$ cat src/rtl/song_sequencer_if.sv
// Sequencer-side bundle: play/song/beat controls, song ROM port and note-player outputs.
// No backpressure; the ROM answers one cycle after rom_addr and the note player always accepts.
interface song_sequencer_if #(
  parameter int SONG_BITS = 2,
  parameter int IDX_BITS  = 5,
  parameter int NOTE_W    = 6,
  parameter int DUR_W     = 6
);
  logic                          play;
  logic [SONG_BITS-1:0]          song;
  logic                          beat;
  logic [SONG_BITS+IDX_BITS-1:0] rom_addr;
  logic [NOTE_W+DUR_W-1:0]       rom_dout;
  logic [NOTE_W-1:0]             note;
  logic [DUR_W-1:0]              duration;
  logic                          new_note;
  logic                          note_valid;
  logic                          song_done;

  modport master (
    output play, song, beat, rom_dout,
    input  rom_addr, note, duration, new_note, note_valid, song_done
  );

  modport slave (
    input  play, song, beat, rom_dout,
    output rom_addr, note, duration, new_note, note_valid, song_done
  );
endinterface

$ cat src/rtl/song_sequencer.sv
// Song ROM playback controller; new_note 3 cycles after play rises, 2 dead cycles between entries.
// No backpressure: beats are counted only while play=1, song changes restart the fetch immediately.
module song_sequencer #(
  parameter int SONG_BITS = 2,
  parameter int IDX_BITS  = 5,
  parameter int NOTE_W    = 6,
  parameter int DUR_W     = 6
) (
  input logic              clk,
  input logic              rst_n,
  song_sequencer_if.slave  bus
);

  typedef enum logic [2:0] {IDLE, FETCH, WAIT, PLAY, DONE} state_t;

  state_t               state;
  logic [SONG_BITS-1:0] song_q;
  logic [IDX_BITS-1:0]  idx;
  logic [DUR_W-1:0]     beat_cnt;
  logic                 play_q;
  logic [NOTE_W-1:0]    note_q;
  logic [DUR_W-1:0]     dur_q;
  logic                 new_note_q;
  logic                 song_done_q;

  logic                 play_rise;
  logic                 song_chg;
  logic [DUR_W:0]       cnt_inc;
  logic                 end_of_note;
  logic                 last_idx;
  logic [NOTE_W-1:0]    rom_note;
  logic [DUR_W-1:0]     rom_dur;

  assign play_rise   = bus.play & ~play_q;
  assign song_chg    = (bus.song != song_q);
  assign cnt_inc     = {1'b0, beat_cnt} + (DUR_W+1)'(1);
  assign end_of_note = (cnt_inc == {1'b0, dur_q});
  assign last_idx    = &idx;
  assign rom_note    = bus.rom_dout[NOTE_W+DUR_W-1:DUR_W];
  assign rom_dur     = bus.rom_dout[DUR_W-1:0];

  always_ff @(posedge clk) begin
    if (!rst_n) begin
      state       <= IDLE;
      song_q      <= '0;
      idx         <= '0;
      beat_cnt    <= '0;
      play_q      <= 1'b0;
      note_q      <= '0;
      dur_q       <= '0;
      new_note_q  <= 1'b0;
      song_done_q <= 1'b0;
    end else begin
      play_q      <= bus.play;
      new_note_q  <= 1'b0;
      song_done_q <= 1'b0;
      // A song change outranks beats and end-of-note in every active state.
      if ((state == FETCH || state == WAIT || state == PLAY) && song_chg) begin
        song_q   <= bus.song;
        idx      <= '0;
        beat_cnt <= '0;
        state    <= FETCH;
      end else begin
        case (state)
          IDLE: begin
            song_q <= bus.song;
            idx    <= '0;
            if (play_rise) state <= FETCH;
          end
          FETCH: state <= WAIT;
          WAIT: begin
            if (rom_dur == '0) begin
              note_q      <= '0;
              dur_q       <= '0;
              song_done_q <= 1'b1;
              state       <= DONE;
            end else begin
              note_q     <= rom_note;
              dur_q      <= rom_dur;
              beat_cnt   <= '0;
              new_note_q <= 1'b1;
              state      <= PLAY;
            end
          end
          PLAY: begin
            if (bus.beat && bus.play) begin
              if (end_of_note) begin
                beat_cnt <= '0;
                if (last_idx) begin
                  note_q      <= '0;
                  dur_q       <= '0;
                  song_done_q <= 1'b1;
                  state       <= DONE;
                end else begin
                  idx   <= idx + IDX_BITS'(1);
                  state <= FETCH;
                end
              end else begin
                beat_cnt <= cnt_inc[DUR_W-1:0];
              end
            end
          end
          DONE:    state <= IDLE;
          default: state <= IDLE;
        endcase
      end
    end
  end

  assign bus.rom_addr   = {song_q, idx};
  assign bus.note       = note_q;
  assign bus.duration   = dur_q;
  assign bus.new_note   = new_note_q;
  assign bus.song_done  = song_done_q;
  // Pause is visible the same cycle play drops.
  assign bus.note_valid = (state == PLAY) & bus.play;

endmodule

$ cat src/flat_wrapper.sv
// flat-port wrapper written by rule: the top's interface ports become plain ports
module song_sequencer_flat 
#(
  parameter int SONG_BITS = 2,
  parameter int IDX_BITS  = 5,
  parameter int NOTE_W    = 6,
  parameter int DUR_W     = 6
)
  (clk, rst_n, bus_play, bus_song, bus_beat, bus_rom_dout, bus_rom_addr, bus_note, bus_duration, bus_new_note, bus_note_valid, bus_song_done);
  song_sequencer_if #(.SONG_BITS(SONG_BITS), .IDX_BITS(IDX_BITS), .NOTE_W(NOTE_W), .DUR_W(DUR_W)) bus_i ();
  input logic clk;
  input logic rst_n;
  input wire logic [$bits(bus_i.play)-1:0] bus_play;
  input wire logic [$bits(bus_i.song)-1:0] bus_song;
  input wire logic [$bits(bus_i.beat)-1:0] bus_beat;
  input wire logic [$bits(bus_i.rom_dout)-1:0] bus_rom_dout;
  output wire logic [$bits(bus_i.rom_addr)-1:0] bus_rom_addr;
  output wire logic [$bits(bus_i.note)-1:0] bus_note;
  output wire logic [$bits(bus_i.duration)-1:0] bus_duration;
  output wire logic [$bits(bus_i.new_note)-1:0] bus_new_note;
  output wire logic [$bits(bus_i.note_valid)-1:0] bus_note_valid;
  output wire logic [$bits(bus_i.song_done)-1:0] bus_song_done;
  assign bus_i.play = bus_play;
  assign bus_i.song = bus_song;
  assign bus_i.beat = bus_beat;
  assign bus_i.rom_dout = bus_rom_dout;
  assign bus_rom_addr = bus_i.rom_addr;
  assign bus_note = bus_i.note;
  assign bus_duration = bus_i.duration;
  assign bus_new_note = bus_i.new_note;
  assign bus_note_valid = bus_i.note_valid;
  assign bus_song_done = bus_i.song_done;
  song_sequencer #(.SONG_BITS(SONG_BITS), .IDX_BITS(IDX_BITS), .NOTE_W(NOTE_W), .DUR_W(DUR_W)) u_core (.clk(clk), .rst_n(rst_n), .bus(bus_i));
endmodule
$ cat config.mk
export PLATFORM = sky130hd
export DESIGN_NAME = song_sequencer_flat
export DESIGN_NICKNAME = d
export VERILOG_FILES = /design/src/rtl/song_sequencer_if.sv /design/src/rtl/song_sequencer.sv /design/src/flat_wrapper.sv
export SDC_FILE = /design/constraint.sdc
export NUM_CORES = 1
export LEC_CHECK = 0
export ABC_AREA = 1
export BUFFER_PORTS_ARGS = -buffer_cell sky130_fd_sc_hd__buf_2
export CAP_MARGIN = 10
export CORE_AREA = 10 10 84 86
export DETAILED_ROUTE_END_ITERATION = 10
export DIE_AREA = 0 0 94 96
export GPL_TIMING_DRIVEN = 0
export MAX_ROUTING_LAYER = met4
export PLACE_DENSITY = 0.65
export SETUP_SLACK_MARGIN = 0.05
export SLEW_MARGIN = 20
export SYNTH_ARGS = -nofsm -noshare
export SYNTH_HDL_FRONTEND = slang
export SYNTH_SLANG_ARGS = --single-unit
$ cat constraint.sdc
create_clock -name clk -period 2.2 [get_ports clk]
set_clock_uncertainty 0.1 [all_clocks]
set_input_delay 0.66 -clock clk [delete_from_list [all_inputs] [get_ports clk]]
set_output_delay 0.66 -clock clk [all_outputs]
set_load 0.01 [all_outputs]
### After elaboration in Yosys (flattened, before gate mapping)

Cells that the tools add are included.

| storage, ports and cells | value |
|---|---|
| bits in registers | 31 |
| input bits | 18 |
| logic and storage cells | 79 |

| cells by class | value |
|---|---|
| add/subtract/negate cells | 2 |
| eq/ne operators | 14 |
| multiplexer cells | 30 |
| bitwise logic cells | 6 |
| reduce and logical (&&, ||, !) cells | 17 |

Operators with widths:

| kind | number |
|---|---|
| 6-bit 2-to-1 mux | 8 |
| 6-bit one-hot mux with 2 select lines | 3 |
| 3-bit 2-to-1 mux | 5 |
| 5-bit 2-to-1 mux | 3 |
| 3-bit one-hot mux with 4 select lines | 1 |
| 5-bit one-hot mux with 2 select lines | 1 |
| 5-bit AND reduction | 2 |
| 3-bit AND reduction | 3 |
| 6-bit by 1-bit adder with 7-bit output, second input constant | 1 |
| 7-bit by 6-bit == test with 1-bit output | 1 |
| 3-bit by 2-bit == test with 1-bit output, second input constant | 2 |
| 6-bit zero test | 1 |
| 1-bit 2-to-1 mux | 6 |
| 2-bit by 1-bit != test with 1-bit output, second input constant | 3 |
| 2-bit != test, second input constant | 3 |
| 2-bit nonzero test | 3 |
| 5-bit by 1-bit adder with 5-bit output, second input constant | 1 |
| 2-bit 2-to-1 mux | 2 |
| 1-bit NOT | 4 |
| 4-bit AND reduction | 1 |
| 3-bit by 1-bit == test with 1-bit output, second input constant | 1 |
| 3-bit zero test | 1 |
| 3-bit by 1-bit != test with 1-bit output, second input constant | 1 |
| 3-bit by 2-bit != test with 1-bit output, second input constant | 1 |
| 8 further kinds | 11 |

### Depth between registers and ports, before layout

| logic depth | value |
|---|---|
| depth in word-level cells | 6 |
| gate-level depth with buffers | 15 |

### Least setup slack after synthesis

OpenSTA, ideal clock, no wires.

| timing | value |
|---|---|
| kind | register -> register |
| from | register u_core.idx[1] |
| to | register u_core.dur_q[0] (netlist: u_core.bus.duration[0]) |
| data arrival time | 1.716 ns |
| required time | 1.987 ns |
| slack | 0.271 ns |
| stages on the path, launching flop included | 12 |
| buffers on the path | 1 |
| period minus slack after synthesis | 1.929 ns |
| cells stage by stage | dfxtp_1 -> ha_1 -> nand2_1 -> nor2_1 -> ha_1 -> inv_1 -> nand2_1 -> nor3b_4 -> nand3_4 -> buf_6 -> nor2_1 -> nor2_1 |

| on the way | value |
|---|---|
| cells in the longest elaborated chain, start to end | 3 |

RTL lines:

| element | line | source |
|---|---|---|
| from (decl) | song_sequencer.sv:18 | `logic [IDX_BITS-1:0] idx;` |
| from (signal assigned) | song_sequencer.sv:95 | `idx <= idx + IDX_BITS'(1);` |
| 5-bit AND reduction | song_sequencer.sv:38 | `assign last_idx = &idx;` |
| 2-bit by 1-bit != test with 1-bit output (no line) | - |  |
| 5-bit AND reduction (no line) | - |  |
| to (signal assigned) | song_sequencer.sv:79 | `dur_q <= rom_dur;` |
| to (decl) | song_sequencer.sv:22 | `logic [DUR_W-1:0] dur_q;` |

No other way between the ends.
A chain may end at the register's enable or synchronous reset.

### Final worst setup path

| timing | value |
|---|---|
| from | register u_core.state[2] |
| to | output bus_note_valid |

| on the way | value |
|---|---|
| cells in the longest elaborated chain, start to end | 2 |

RTL lines:

| element | line | source |
|---|---|---|
| from (decl) | song_sequencer.sv:16 | `state_t state;` |
| from (signal assigned) | song_sequencer.sv:44 | `state <= IDLE;` |
| from (signal assigned) | song_sequencer.sv:62 | `state <= FETCH;` |
| from (signal assigned) | song_sequencer.sv:68 | `if (play_rise) state <= FETCH;` |
| 3-bit by 2-bit == test with 1-bit output | song_sequencer.sv:116 | `assign bus.note_valid = (state == PLAY) & bus.play;` |
| 1-bit AND | song_sequencer.sv:116 |  |
| to (decl) | flat_wrapper.sv:21 | `output wire logic [$bits(bus_i.note_valid)-1:0] bus_note_valid;` |

No other way between the ends.

==> flow_summary_export.csv <==
group,metric,value,unit
sta,final-setup-viol-count,0,
power,p_per_area,1017,mW/mm^2
global_routing,grt.overflow.total,0,
sta,hold_viol_final,0,
global_routing,grt_pass1_wl,7.900,mm
detailed_routing,drt_iter0_markers,145,
die,initial_core_util,34.38,%
cells_and_area,final_common_cell,"nand2_1",
min_path,hold_class,"register to register",
sta,fmax,493.2,MHz
cells_and_area,fin_cells,426,
setup_path,crit_top_cell,"inv_1",
sta,min_period_over_period,92.16,%
yosys,syn_inst,300,
setup_path,crit_path_end_kind,"output pin",
sta,tightest_slew,0.5282,ns
yosys,synthTopCellsByArea,"dfxtp_1 (33%), nand2_1 (16%), inv_1 (11%)",
setup_path,crit_path_max_fanout,4,
detailed_routing,wl_per_cell,11.47,um
yosys,yosysUniqueCellTypes,28,
setup_path,slowest_delay,0.34,ns
die,die_area,0.009024,sq mm
detailed_routing,drc,0,
sta,fin_crit,2.027,ns
power,leakage,1.230,nW
power,p_total,2.390,mW
cells_and_area,num-fill-cells,589,
clocking,cts_tree,"built",
setup_path,worst-setup-path-type,"register to output pin",
die,io_pins,40,
run,cap_violations,0,
clocking,numCtsBuffers,5,
global_routing,antenna_found_initial,0,
placed_design,portBuffers,38,
clocking,h-tree-depth,2,
setup_path,worstPathRequired,1.44,ns
yosys,synth_area,0.001858,sq mm
detailed_routing,ant_nets,0,
global_routing,grt_pass1_vias,1775,
placed_design,dp.cells,410,
yosys,synth-seq-area-share,33.40,%
setup_path,worstPathArrival,1.27,ns
placed_design,gp_congestion,0.8884,
cells_and_area,layout-drive-gt1-share,23.45,%
cells_and_area,diodes,0,
status,outcome,"finished clean",
power,ir_drop,413.9,uV
die,fp.coreArea,0.005405,sq mm
setup_path,start_kind,"register",
global_routing,grt_usage,11.14,%
clocking,clockBufferDepth,2,
clocking,cts_root_buf,"clkbuf_8",
setup_path,crit_family,"simple AND/OR/NAND/NOR gates",
detailed_routing,viasPerCell,4.582,
setup_path,slowest_stage,"dfxtp_1",
placed_design,hpwlAfterDp,3.729,mm
detailed_routing,firstDrtPassIters,4,
clocking,hold_buffers,0,
yosys,ys_ff_latch,31,
sta,grt_setup_unrepaired,"true",
clocking,clk-insertion-delay-late,0.29,ns
clocking,cts.sinks,31,
detailed_routing,vias,1952,
yosys,yosysTopAreaCell,"dfxtp_1",
die,die_h,96,um
global_routing,grt_max_degree,11,
setup_path,worstPathCellList,"inv_1 -> nand2_1 -> nor2_4 -> inv_1 -> nor2_1 -> buf_2",
yosys,syn_nets,321,
yosys,synth_top_area_share,33.40,%
die,rows,27,
sta,maxSlewViolCount,0,
yosys,ys_warn_count,0,
clocking,clk_pin_slew_worst_paths,0.07,ns
die,dieWidth,94,um
yosys,syn_area_per_cell,6.193,sq um
detailed_routing,drt_wl_total,4.886,mm
setup_path,crit_buf_inv,3,
cells_and_area,final_cell_mix,"nand2_1 (79), inv_1 (54), nor2_1 (44)",
sta,relSlewSlack,64.78,%
cells_and_area,finalNetCount,374,
cells_and_area,syn_to_final_growth,26.53,%
==> logic make-up (layout without fill, tap and decap cells) <==
kind of cell               after synthesis  in the layout  synth area share (%)
DFF                                     31             31                 33.40
buffers and inverters                   64            118                 13.54
xor gates and xnor gates                 4              4                 1.886
AOI/OAI and AO/OA                       18             18                 5.118
and+or+nand+nor                        180            180                 44.04
adders and majority gates                3              3                 2.020
==> power breakdown <==
| part | switching, mW | internal, mW |
|---|---|---|
| Combinational | 0.707 | 0.412 |
| Clock | 0.210 | 0.285 |
| Sequential | 0.0934 | 0.683 |
==> final cells by class <==
class / count / area, sq um / share of cell area, %
Inverter: 58 / 221.5 / 9.420
Multi-Input combinational cell: 205 / 1021 / 43.43
Tap cell: 72 / 90.09 / 3.832
Sequential cell: 31 / 628.1 / 26.72
Buffer: 6 / 40.04 / 1.703
Clock buffer: 8 / 100.1 / 4.258
Timing Repair Buffer: 46 / 250.2 / 10.64
==> synthesized netlist by cell type <==
master     n
nand3_2    1
nand2_1   81
buf_2      3
nor3b_1    1
nor2_1    45
nor2_4     1
nand3_4    1
nand4_1   16
clkbuf_1   2
nor3b_4    1
inv_2      2
nand3_1   23
nand2_4    1
a21oi_1    9
nor2_2     2
xnor2_1    3
o31ai_1    1
xor2_1     1
or2_2      1
ha_1       3
o21ai_0    7
clkinv_1   1
o211ai_1   1
inv_1     55
dfxtp_1   31
buf_6      1
nor3_1     2
nand2_2    4
==> state kept, by name, indices dropped and copies added (netlist names) <==
| signal | count |
|---|---|
| u_core.play_q | 1 |
| u_core.bus.song_done | 1 |
| u_core.idx | 5 |
| u_core.state | 3 |
| u_core.beat_cnt | 6 |
| u_core.bus.new_note | 1 |
| u_core.bus.note | 6 |
| u_core.bus.duration | 6 |
| u_core.song_q | 2 |
==> path summary, 6_finish.rpt <==
check / start / end / slack, ns / cells after the start
setup / recovery: u_core.state[2]$_SDFFE_PP0P_ / bus_note_valid / 0.17 / 6
hold / removal: u_core.beat_cnt[4]$_SDFFE_PP0P_ / u_core.beat_cnt[4]$_SDFFE_PP0P_ / 0.38 / 2
setup reg to reg: u_core.beat_cnt[1]$_SDFFE_PP0P_ / u_core.beat_cnt[4]$_SDFFE_PP0P_ / 0.18 / 10
hold reg to reg: u_core.beat_cnt[4]$_SDFFE_PP0P_ / u_core.beat_cnt[4]$_SDFFE_PP0P_ / 0.38 / 2
==> routing by layer <==
metal  part of all wire [%]  vias up  track usage, %
met5                      0        -               -
met1                     47      864           12.88
met3                    4.5        5           3.035
li1                       -     1039               -
met4                   0.72        0           2.785
met2                     48       44           18.72
==> worst min-delay path: cells and delay by family (launching register included) <==
family / cells / cell delay (ns)
DFF: 1 / 0.32
and+or+nand+nor: 1 / 0.06
AOI/OAI and AO/OA: 1 / 0.05
==> stage by stage <==
step / instance area (sq um) / setup slack [ns] / setup TNS, ns / utilization, % / hold slack [ns]
finish: 2351 / 0.1726 / 0 / 43.50 / 0.3848
global route: 2351 / 0.01675 / 0 / 43.50 / 0.4327
CTS: 2251 / 0.05254 / 0 / 41.64 / 0.3856
detailed placement: 2138 / -0.2402 / -1.903 / 39.56 / 0.3755
global placement: 2138 / -0.2159 / -1.835 / 39.56 / 0.3789
floorplan: 1858 / 0.2709 / 0 / - / 0.3586
==> what timing repair did <==
item | 4_1_cts | 5_1_grt
pin swaps | 0 | 6
hold endpoints to repair | 0 | 0
setup buffers | 1 | 7
resized for setup | 1 | 17
setup endpoints to repair | 4 | 26
Power figures use the tool's default switching activity.
